File: src/rtl/lif_membrane_update.sv
// Leaky-integrate-and-fire membrane stage: integrates I_syn with leak toward V_REST,
// fires on the comparator's NonORoff request, then holds V_RESET for REF_STEPS strobes.
module lif_membrane_update #(
    parameter int buffer_size = 16,
    parameter int V_REST      = 0,
    parameter int V_RESET     = 0,
    parameter int LEAK_SHIFT  = 4,
    parameter int REF_STEPS   = 3,
    parameter int CNT_W       = 16
) (
    input  logic                          clk,
    input  logic                          rst,
    input  logic                          step_en,
    input  logic signed [buffer_size-1:0] I_syn,
    input  logic                          NonORoff,
    output logic signed [buffer_size-1:0] V_mem,
    output logic                          spike,
    output logic                          refractory,
    output logic        [CNT_W-1:0]       spike_cnt
);

    localparam int EW   = buffer_size + 2;
    localparam int RC_W = (REF_STEPS > 0) ? $clog2(REF_STEPS + 1) : 1;

    localparam logic signed [buffer_size-1:0] VREST_C  = buffer_size'(V_REST);
    localparam logic signed [buffer_size-1:0] VRESET_C = buffer_size'(V_RESET);
    localparam logic signed [EW-1:0] SAT_MAX = EW'((longint'(1) <<< (buffer_size - 1)) - 1);
    localparam logic signed [EW-1:0] SAT_MIN = EW'(-(longint'(1) <<< (buffer_size - 1)));

    typedef enum logic {
        S_INTEGRATE,
        S_REFRACT
    } state_t;

    state_t                        state_q, state_d;
    logic signed [buffer_size-1:0] vm_q, vm_d;
    logic        [RC_W-1:0]        rcnt_q, rcnt_d;
    logic                          spike_q, spike_d;
    logic        [CNT_W-1:0]       scnt_q, scnt_d;

    logic signed [EW-1:0]          vm_ext, is_ext, leak_ext, sum_ext;
    logic signed [buffer_size-1:0] vm_int;

    // Two guard bits hold V_mem + I_syn - leak without wrap before clamping.
    always_comb begin
        vm_ext   = EW'(vm_q);
        is_ext   = EW'(I_syn);
        leak_ext = (vm_ext - EW'(VREST_C)) >>> LEAK_SHIFT;
        sum_ext  = vm_ext + is_ext - leak_ext;
        if (sum_ext > SAT_MAX) begin
            vm_int = SAT_MAX[buffer_size-1:0];
        end else if (sum_ext < SAT_MIN) begin
            vm_int = SAT_MIN[buffer_size-1:0];
        end else begin
            vm_int = sum_ext[buffer_size-1:0];
        end
    end

    always_comb begin
        state_d = state_q;
        vm_d    = vm_q;
        rcnt_d  = rcnt_q;
        spike_d = 1'b0;
        scnt_d  = scnt_q;
        if (step_en) begin
            unique case (state_q)
                S_INTEGRATE: begin
                    if (NonORoff) begin
                        spike_d = 1'b1;
                        vm_d    = VRESET_C;
                        if (scnt_q != '1) begin
                            scnt_d = scnt_q + 1'b1;
                        end
                        if (REF_STEPS > 0) begin
                            state_d = S_REFRACT;
                            rcnt_d  = RC_W'(REF_STEPS);
                        end
                    end else begin
                        vm_d = vm_int;
                    end
                end
                S_REFRACT: begin
                    vm_d   = VRESET_C;
                    rcnt_d = rcnt_q - 1'b1;
                    if (rcnt_q == RC_W'(1)) begin
                        state_d = S_INTEGRATE;
                    end
                end
                default: state_d = S_INTEGRATE;
            endcase
        end
    end

    always_ff @(posedge clk or posedge rst) begin
        if (rst) begin
            state_q <= S_INTEGRATE;
            vm_q    <= VREST_C;
            rcnt_q  <= '0;
            spike_q <= 1'b0;
            scnt_q  <= '0;
        end else begin
            state_q <= state_d;
            vm_q    <= vm_d;
            rcnt_q  <= rcnt_d;
            spike_q <= spike_d;
            scnt_q  <= scnt_d;
        end
    end

    assign V_mem      = vm_q;
    assign spike      = spike_q;
    assign refractory = (state_q == S_REFRACT);
    assign spike_cnt  = scnt_q;

endmodule

File: config.mk
export PLATFORM = sky130hd
export DESIGN_NAME = lif_membrane_update
export DESIGN_NICKNAME = d
export VERILOG_FILES = /design/src/rtl/lif_membrane_update.sv
export SDC_FILE = /design/constraint.sdc
export NUM_CORES = 1
export LEC_CHECK = 0
export ABC_CLOCK_PERIOD_IN_PS = 8740
export BUFFER_PORTS_ARGS = -buffer_cell sky130_fd_sc_hd__buf_4
export CAP_MARGIN = 20
export CORE_ASPECT_RATIO = 0.6
export CORE_UTILIZATION = 30
export CTS_CLUSTER_DIAMETER = 30
export CTS_CLUSTER_SIZE = 30
export DETAILED_ROUTE_END_ITERATION = 12
export REMOVE_ABC_BUFFERS = 1
export SYNTH_ARGS = -nofsm -noshare
export SYNTH_HDL_FRONTEND = slang
export SYNTH_SLANG_ARGS = --single-unit
File: constraint.sdc
create_clock -name clk -period 8.74 [get_ports clk]
set_input_delay 0.437 -clock clk [delete_from_list [all_inputs] [get_ports clk]]
set_output_delay 0.437 -clock clk [all_outputs]
set_load 0.01 [all_outputs]
After elaboration in Yosys (flattened, before gate mapping)
Cells that the tools add are included.
- input bits: 20
- output and inout port bits: 34
- word-level logic and storage cells: 28
- bits in registers: 36
- eq/ne operators: 3
- bitwise operators: 1
- $lt $le $gt $ge: 2
- mux-type cells: 11
- add/sub/neg operators: 4
- reductions and logical operators: 2
- operator list (operator ; number):
    2-to-1 mux 16 bit ; 3
    one-hot mux 16 bit (2 select lines) ; 1
    > comparator 18 x 16 -> 1 bit, second input constant ; 1
    less-than comparator 18 x 16 -> 1 bit, second input constant ; 1
    subtractor 17 x 12 -> 18 bit ; 1
    adder 16 x 16 -> 17 bit ; 1
    adder 16 x 1 -> 16 bit, second input constant ; 1
    != test 16 bit, second input constant ; 1
    2-to-1 mux 1 bit ; 4
    one-hot mux 2 bit (2 select lines) ; 1
    AND reduction 4 bit ; 1
    equality test 2 x 1 -> 1 bit, second input constant ; 1
    2-to-1 mux 2 bit ; 1
    != test 2 bit, second input constant ; 1
    one-hot mux 1 bit (2 select lines) ; 1
    AND reduction 2 bit ; 1
    subtractor 2 x 1 -> 2 bit, second input constant ; 1
    inverter 1 bit ; 1

Logic depth before layout (Yosys ltp)
- depth after elaboration: 7
- gate-level depth with buffers: 14
- depth with buffers taken out: 13

Worst setup path after synthesis
No wires, ideal clock.
- path type: flip-flop to flip-flop
- from: register vm_q[6], in the netlist V_mem[6]
- to: register vm_q[14], in the netlist V_mem[14]
- cell stages (with the launch flop): 13
- path buffers: 1
- setup slack: 5802 ps
- arrival: 2803 ps
- cells stage by stage: dfrtp_1 -> inv_1 -> fa_1 -> inv_1 -> ha_1 -> a211oi_1 -> o211a_1 -> o2111ai_1 -> a21oi_1 -> nor3_2 -> a22oi_4 -> buf_6 -> a22oi_4
- word-level cells in the longest chain between the ends: 7
- RTL lines (what ; line ; source):
    from (decl) ; 36 ; logic signed [buffer_size-1:0] vm_q, vm_d;
    from (signal assigned) ; 103 ; vm_q <= vm_d;
    adder 16 x 16 -> 17 bit ; 49 ; sum_ext = vm_ext + is_ext - leak_ext;
    subtractor 17 x 12 -> 18 bit * ; 49 ;
    less-than comparator 18 x 16 -> 1 bit ; 52 ; end else if (sum_ext < SAT_MIN) begin
    2-to-1 mux 16 bit ; 52 ;
    2-to-1 mux 16 bit * ; 50 ; if (sum_ext > SAT_MAX) begin
    2-to-1 mux 16 bit * ; 68 ; if (NonORoff) begin
    one-hot mux 16 bit (2 select lines) * ; 66 ; unique case (state_q)
Mark *: on every way between the ends. The rest lies on a longest branch, timed or not.
A chain may end at the register's enable or synchronous reset.

Worst setup path in the final report
- from: register vm_q[7], in the netlist V_mem[7]
- to: register vm_q[1], in the netlist V_mem[1]
The elaborated chain is that of the path after synthesis.

==> impl_metrics.py <==
metrics = {
    "sta": {
        "hold_violations": 0,
        "fin_crit_ps": 3680,
        "post-route-period-util": 0.421,
        "relSlewSlack": 0.413,
        "skew_ps": 3.50,
        "finalSetupViolCount": 0,
        "drv_slew": 0,
        "setup_tns_ps": 0,
        "rsz0062_at_grt": "no",
        "worst_pin_slew_ps": 880,
        "whs_ps": 264,
        "fmax_ghz": 0.272,
    },
    "worst_hold_path": {
        "min_path_type": "input pin to asynchronous set/reset pin",
    },
    "clock_tree": {
        "cts_max_level": 2,
        "cts_tree": "yes",
        "ctsLongestPathBuffers": 2,
        "cts_setup_buffers": 0,
        "root_buffer": "clkbuf_16",
        "cts.sinks": 36,
        "insertion_delay_ps": 290,
        "post_cts_resized": 0,
        "cts_made_buffers": 5,
        "clk_pin_slew_ps": 60,
        "holdBufCountCts": 0,
    },
    "yosys": {
        "synthArstFlopShare": 1.00,
        "ys_top_cells_by_area": "dfrtp_1 29%, fa_1 9.6%, ha_1 8.8%",
        "ys_ff_latch": 36,
        "synth_top_area_frac": 0.289,
        "synth-edff-count": 0,
        "yosysWarnings": 0,
        "seq_area_frac_synth": 0.289,
        "synth.cell_area_sq_um": 3120,
        "ys_types": 52,
        "synth_area_leader_cell": "dfrtp_1",
        "syn_inst": 342,
        "syn_area_per_cell_sq_um": 9.12,
        "synth-main-ff-cell": "dfrtp_1",
    },
    "detailed_routing": {
        "ant_nets": 0,
        "wl_per_cell_um": 14.0,
        "wl_um": 7470,
        "dr.first_iter.drc_count": 212,
        "vias": 2554,
        "drc": 0,
        "first_pass_iters": 4,
        "vias_per_cell": 4.79,
    },
    "place": {
        "place_congestion": 0.846,
        "place_area_sq_um": 3660,
        "dp_hpwl_um": 5990,
        "port_buffers": 53,
    },
    "worst_setup_path": {
        "cpLargestDelayFamily": "compound AO/OA/AOI/OAI gates",
        "critPathKind": "flop to flop",
        "cp.depth": 11,
        "path_cells": "inv_1 > fa_1 > inv_1 > ha_1 > a21oi_1 > o21a_1 > o2111ai_1 > a21oi_1 > nor2_1 > o21ai_2 > o221ai_1",
        "r2r_cells": 11,
        "required_ps": 8860,
        "start_kind": "flop",
        "slowest_stage": "o21ai_2",
        "path_buf_inv": 2,
        "endpoint_kind": "flop",
        "cp_slowest_stage_delay_ps": 690,
        "cp_data_arrival_time_ps": 3810,
        "critPathMaxFanout": 14,
    },
    "layout": {
        "fillCellCount": 1033,
        "regArea_sq_um": 901,
        "antenna_cells": 0,
        "final_core_util": 0.383,
        "final_area_sq_um": 3820,
        "drive_above_1_share": 0.229,
        "area_growth_pct": 22.5,
        "fin_nets": 454,
        "multi_input_area_sq_um": 1930,
    },
    "global_route": {
        "antenna_found_initial": 0,
        "grt_pass1_vias": 2469,
        "grt_pass1_wl_um": 12400,
        "grt_max_degree": 37,
        "grt.overflow.total": 0,
        "grt_usage": 0.147,
    },
    "status": {
        "status": "completed",
    },
    "die": {
        "initial_core_util": 0.313,
        "chipHeight_um": 81,
        "coreArea_sq_um": 9980,
        "rows": 28,
        "die_area_sq_um": 10800,
        "die_w_um": 134,
        "io_pins": 54,
    },
    "pwr": {
        "p_per_area_nw_per_um2": 423,
        "p_leak_nw": 1.90,
        "ir_worst_vdd_mv": 0.174,
    },
    "flow_run": {
        "maxCapViolations": 0,
    },
}
==> metal layers <==
layer,GRT usage,wire (um)
met1,0.221,3920
met4,0.0170,27
met5,0,0
met2,0.213,3150
met3,0.0387,374
==> power by group <==
| group | total [W] | switching [W] | internal, W |
|---|---|---|---|
| Clock | 0.000205 | 0.0000716 | 0.000134 |
| Sequential | 0.000262 | 0.0000551 | 0.000207 |
| Combinational | 0.00115 | 0.000682 | 0.000469 |
| Total | 0.00162 | 0.000809 | 0.000809 |
==> cells in the final DEF (no fill, tap or decap), drive strengths merged, types with 2 or more instances in the layout <==
cell     netlist  layout
a21oi         28      28
a21o           5       5
o221ai         4       4
nor2          14      14
nor3           5       5
a22oi         11      11
a31oi          2       2
nor4           2       2
ha            22      22
clkbuf         3       5
o31ai          3       3
xor2          12      12
and3           5       5
buf            3      54
o211ai         2       2
nor2b          2       2
nand4          4       4
nand2         31      31
mux2           2       2
fa            15      15
o2111ai        2       2
nand3          8       8
xnor2         16      16
o21ai         14      14
dfrtp         36      36
and4           2       2
inv           68      68
a211oi         5       5
or2            2       2
o22ai          3       3
o21a           3       3
==> worst min-delay path, cell delays in order <==
cell and delay, ps:
buf_4 110, inv_1 40, buf_4 410
==> cell families (layout without fill, tap and decap cells) <==
family,Yosys count,count (layout),share of synthesized area
AOI/OAI and AO/OA,87,87,0.224
DFF,36,36,0.289
xor gates and xnor gates,28,28,0.0810
muxes,2,2,0.00722
buffers and inverters,74,130,0.0942
and+or+nand+nor,78,78,0.121
adders and majority gates,37,37,0.184
==> cells in the mapped netlist (3+ instances only) <==
| cell type | n |
|---|---|
| inv_1 | 67 |
| dfrtp_1 | 36 |
| nand2_1 | 31 |
| a21oi_1 | 26 |
| ha_1 | 22 |
| xnor2_1 | 16 |
| fa_1 | 15 |
| nor2_1 | 14 |
| xor2_1 | 11 |
| o21ai_0 | 10 |
| a22oi_2 | 9 |
| nand3_1 | 8 |
| a21o_1 | 5 |
| a211oi_1 | 4 |
| and3_1 | 4 |
| nand4_1 | 4 |
| nor3_1 | 4 |
| o221ai_1 | 4 |
| clkbuf_1 | 3 |
| o21a_1 | 3 |
| o22ai_1 | 3 |
==> state kept, by name (all words and copies together) (netlist names) <==
name        flops
refractory      1
rcnt_q          2
V_mem          16
spike           1
spike_cnt      16
==> through the flow <==
| step | std cells | power, W | setup slack [ps] |
|---|---|---|---|
| after detailed placement | 525 | 0.00140 | 5020 |
| after CTS | 533 | 0.00162 | 5060 |
| after floorplan | 336 | 0.00112 | 5530 |
| after global routing | 533 | 0.00176 | 4870 |
| final | 533 | 0.00162 | 5060 |
| after global placement | 525 | 0.00138 | 5140 |
==> layout make-up <==
type / count / share of cell area
inverters: 68 / 0.0668
clock inverters: 3 / 0.0111
repair buffers: 54 / 0.106
multi-input cells: 232 / 0.504
flip-flops and latches: 36 / 0.236
clock buffers: 5 / 0.0327
well taps: 135 / 0.0442
==> final timing paths <==
| check | slack, ps | to | start |
|---|---|---|---|
| min reg2reg | 500 | spike_cnt[14] | spike_cnt[14] |
| max reg2reg | 5060 | V_mem[1] | V_mem[7] |
| min | 260 | V_mem[1] | rst |
| max | 5060 | V_mem[1] | V_mem[7] |
| min in group clk | 410 | refractory | step_en |
| max in group asynchronous | 8130 | V_mem[15] | rst |
No activity file was read; power rests on OpenSTA's default activity.
